`src/rtl/regfile_dump_ctrl_pkg.sv`:
```
// Shared definitions for the debug dump controllers: FSM encoding and
// word-to-byte serialisation constants.
package regfile_dump_ctrl_pkg;

  typedef enum logic [1:0] {
    ST_IDLE = 2'd0,
    ST_LOAD = 2'd1,
    ST_SEND = 2'd2,
    ST_DONE = 2'd3
  } dump_state_e;

  localparam int NB_REGISTER_DEF = 32;
  localparam int NB_BYTE_DEF     = 8;
  localparam int BYTES_PER_WORD  = NB_REGISTER_DEF / NB_BYTE_DEF;
  localparam int BYTE_CNT_W      = (BYTES_PER_WORD > 1) ? $clog2(BYTES_PER_WORD) : 1;

  // Counter width that can hold 0..n-1, never narrower than one bit.
  function automatic int cnt_width(input int n);
    return (n > 1) ? $clog2(n) : 1;
  endfunction

endpackage

```
`src/rtl/regfile_dump_ctrl.sv`:
```
// Borrows register bank read port 1 from the pipeline and streams every
// register out as little-endian bytes on a valid/ready byte interface.
module regfile_dump_ctrl
  import regfile_dump_ctrl_pkg::*;
#(
  parameter int NB_REGISTER = 32,
  parameter int NB_ADDR     = 5,
  parameter int NB_BYTE     = 8
) (
  input  logic                   i_clk,
  input  logic                   i_reset,
  input  logic                   i_start,
  input  logic [NB_ADDR-1:0]     i_pipe_r_addr,
  output logic [NB_ADDR-1:0]     o_r_addr,
  input  logic [NB_REGISTER-1:0] i_r_data,
  output logic [NB_BYTE-1:0]     o_tx_data,
  output logic                   o_tx_valid,
  input  logic                   i_tx_ready,
  output logic                   o_busy,
  output logic                   o_done,
  output dump_state_e            o_dbg_state
);

  localparam int BPW = NB_REGISTER / NB_BYTE;
  localparam int BCW = cnt_width(BPW);
  localparam logic [BCW-1:0]     LAST_BYTE = BCW'(BPW - 1);
  localparam logic [NB_ADDR-1:0] ADDR_MAX  = {NB_ADDR{1'b1}};

  dump_state_e            state_q, state_d;
  logic [NB_ADDR-1:0]     addr_q, addr_d;
  logic [BCW-1:0]         byte_q, byte_d;
  logic [NB_REGISTER-1:0] shift_q, shift_d;

  always_ff @(posedge i_clk or negedge i_reset) begin
    if (!i_reset) begin
      state_q <= ST_IDLE;
      addr_q  <= '0;
      byte_q  <= '0;
      shift_q <= '0;
    end else begin
      state_q <= state_d;
      addr_q  <= addr_d;
      byte_q  <= byte_d;
      shift_q <= shift_d;
    end
  end

  // Byte handshake: a byte transfers on any cycle where o_tx_valid and
  // i_tx_ready are both high; o_tx_valid comes only from state and o_tx_data
  // holds until the transfer, so a stalled byte is never lost or repeated.
  always_comb begin
    state_d = state_q;
    addr_d  = addr_q;
    byte_d  = byte_q;
    shift_d = shift_q;
    unique case (state_q)
      ST_IDLE: begin
        if (i_start) begin
          state_d = ST_LOAD;
          addr_d  = '0;
          byte_d  = '0;
        end
      end
      ST_LOAD: begin
        shift_d = i_r_data;
        byte_d  = '0;
        state_d = ST_SEND;
      end
      ST_SEND: begin
        if (i_tx_ready) begin
          shift_d = shift_q >> NB_BYTE;
          byte_d  = byte_q + 1'b1;
          if (byte_q == LAST_BYTE) begin
            byte_d = '0;
            if (addr_q == ADDR_MAX) begin
              state_d = ST_DONE;
            end else begin
              addr_d  = addr_q + 1'b1;
              state_d = ST_LOAD;
            end
          end
        end
      end
      ST_DONE: state_d = ST_IDLE;
      default: state_d = ST_IDLE;
    endcase
  end

  assign o_r_addr    = (state_q == ST_IDLE) ? i_pipe_r_addr : addr_q;
  assign o_tx_data   = shift_q[NB_BYTE-1:0];
  assign o_tx_valid  = (state_q == ST_SEND);
  assign o_busy      = (state_q != ST_IDLE);
  assign o_done      = (state_q == ST_DONE);
  assign o_dbg_state = state_q;

endmodule

```
`config.mk`:
```
export PLATFORM = sky130hd
export DESIGN_NAME = regfile_dump_ctrl
export DESIGN_NICKNAME = d
export VERILOG_FILES = /design/src/rtl/regfile_dump_ctrl_pkg.sv /design/src/rtl/regfile_dump_ctrl.sv
export SDC_FILE = /design/constraint.sdc
export NUM_CORES = 1
export LEC_CHECK = 0
export CORE_MARGIN = 3
export CORE_UTILIZATION = 30
export CTS_CLUSTER_SIZE = 40
export DETAILED_ROUTE_END_ITERATION = 12
export GPL_ROUTABILITY_DRIVEN = 0
export GPL_TIMING_DRIVEN = 0
export PLACE_DENSITY_LB_ADDON = 0.2
export REMOVE_ABC_BUFFERS = 1
export SLEW_MARGIN = 10
export SYNTH_ARGS = -nofsm -noshare
export SYNTH_HDL_FRONTEND = slang
export SYNTH_SLANG_ARGS = --single-unit
```
`constraint.sdc`:
```
create_clock -name i_clk -period 4.3 [get_ports i_clk]
set_input_delay 0.86 -clock i_clk [delete_from_list [all_inputs] [get_ports i_clk]]
set_output_delay 0.86 -clock i_clk [all_outputs]
set_load 0.02 [all_outputs]
```
==> out/results.ini <==
[status]
status=finished, final reports clean

[layout]
multi_input_area_sq_mm=0.00112
diodes=0
final_net_count=280
layout-drive-gt1-share_pct=25.8
syn2layout_area_growth_pct=30.2
fillers=748
seq_area_sq_mm=0.00103
design_area_sq_mm=0.00302

[timing]
skew_ns=0.00688
period_needed_ns=3.26
drv_slew=0
finalSetupTns_ns=0
post-route-period-util_pct=75.8
tightest_slew_ns=1.03
hold_viol=0
max_freq_mhz=307
rsz0062_at_grt=false
relSlewSlack_pct=31.1
report.final.setup_viol=0

[clocking]
root_buffer=clkbuf_8
cts_buffer_depth=2
cts.htree.levels=2
cts_buffers=5
clock-sinks=41
clk_pin_slew_worst_paths_ns=0.08
cts-resized-gates=0
clk_latency_ns=0.29
postCtsSetupRepairBufs=0
cts_tree=yes
cts_hold_buffers=0

[placed_design]
hpwlAfterDp_mm=3.29
portBuffers=58
placed_area_sq_mm=0.00291

[global_route]
overflow=0
antenna_found_initial=0
grt_use_total_pct=11.8
grt_max_degree=28
grt_pass1_vias=1574
grt_pass1_wl_mm=8.02

[routing]
drt_iter0_drc=15
dr.pass1.iters=4
drc=0
ant_nets=0
vias=1532
wl_per_cell_um=14.5
vias_per_cell=4.57
wirelength_mm=4.85

[critical_path]
r2r_cells=3
r2r_start=o_dbg_state[0]$_DFFE_PN0P_
r2r_slack_ns=1.89
startpoint_type=register
timing.rr.end=shift_q[1]$_DFFE_PN0P_
critPathCaptureType=output pin
cp_max_fo=20
crit_type=reg2out
critPathArrivalTime_ns=2.40
required_ns=3.44

[yosys]
ys_types=30
syn-instance-count=186
netlist_area_sq_mm=0.00232
synth_top_area_share_pct=44.3
ys_seq_area_share_pct=44.3
synth_area_per_cell_sq_um=12.5
synthTopCellsByArea=dfrtp_1, mux2_4, mux2_2, buf_4, buf_6
ys_warn_count=0
ys_seq_elements=41
yosysTopAreaCell=dfrtp_1

[power]
power_density_mw_per_mm2=680
peakVddDrop_mv=0.219
leakage_uw=0.00134

[floorplan]
ios=59
num_rows=31
die-area_sq_mm=0.00881
core_sq_mm=0.00737
start_util_pct=31.4
dieWidth_um=93.9
die_h_um=93.9

[min_path]
min_to=shift_q[5]$_DFFE_PN0P_
min_from=shift_q[5]$_DFFE_PN0P_
hold_path.class=reg2reg
worstHoldPathCells=1

[job]
cap_violations=0

## synth_stat cells (all sizes together)
cell type / number
inv: 9
nand3: 6
clkbuf: 2
and3: 1
o21ai: 6
mux2i: 4
nand2: 8
or4: 1
and2: 1
a32oi: 2
o221ai: 2
ha: 3
or3b: 1
mux2: 51
nand2b: 2
dfrtp: 41
o22ai: 9
nand3b: 1
and3b: 1
buf: 14
o211ai: 1
nor2: 13
a21oi: 7
## sequential cells by signal, indices dropped and copies added, names as in the netlist
register / flops
byte_q: 2
addr_q: 5
o_dbg_state: 2
shift_q: 32
## critical path: stages (launching register included)
cell and delay (ns):
dfrtp_1 0.65, nor2_1 0.53, mux2_2 0.39, clkdlybuf4s50_1 0.54
## logic make-up (layout without fill, tap and decap cells)
family	after synthesis	count (layout)	share of synthesized area [%]
fa+ha+maj	3	3	1.62
simple gates	35	35	7.61
mux	55	55	31.7
compound gates	27	27	7.56
buf+inv	25	75	7.24
flops	41	41	44.3
## power breakdown
part           total (uW)  switching, uW  leakage, uW  internal [uW]
combinational        1060            439     0.000769            621
clock                 300            131    0.0000540            169
sequential            690            134     0.000512            556
total                2050            705      0.00134           1350
## worst max path at each step
stage                                     from                     end  slack (ns)  cells after the start
floorplan           o_dbg_state[0]$_DFFE_PN0P_             o_r_addr[1]        1.93                      2
detailed placement                  i_tx_ready  shift_q[0]$_DFFE_PN0P_        1.13                      4
global placement                    i_tx_ready  shift_q[0]$_DFFE_PN0P_        1.12                      4
finish              o_dbg_state[0]$_DFFE_PN0P_             o_r_addr[3]        1.04                      3
global route        o_dbg_state[0]$_DFFE_PN0P_             o_r_addr[0]        0.87                      3
CTS                 o_dbg_state[0]$_DFFE_PN0P_             o_r_addr[0]        0.97                      3
## cell type report
class,count,share of cell area [%]
repair buffers,59,20.0
clock buffers,5,2.28
inverters,9,1.20
flip-flops and latches,41,34.0
clock inverters,2,1.16
multi-input cells,120,37.2
well taps,99,4.11
## cells in the final DEF, fill, tap and decap left out, types with 6 or more instances in the layout
master,n
clkdlybuf4s50_1,57
dfrtp_1,41
mux2_4,32
mux2_2,15
nor2_1,13
o22ai_1,9
inv_1,8
nand2_1,7
a21oi_1,7
nand3_1,6
## through the flow
step,power [uW],cells,utilization [%],setup WS (ns),hold WS (ns)
6_report,2050,335,40.9,1.04,0.489
3_5_place_dp,1780,328,39.5,1.13,0.476
3_3_place_gp,1760,327,39.2,1.12,0.470
4_1_cts,2090,335,40.9,0.967,0.496
5_1_grt,2210,335,40.9,0.871,0.516
2_1_floorplan,1430,170,-,1.93,0.458
## layer usage
metal	share of wire, %	global-route usage [%]	vias to the layer above
met2	47	17.9	38
li1	-	-	756
met3	3.6	2.56	5
met5	0	0	-
met1	48	16.3	733
met4	1.6	4.33	0
Power figures use the tool's default switching activity.
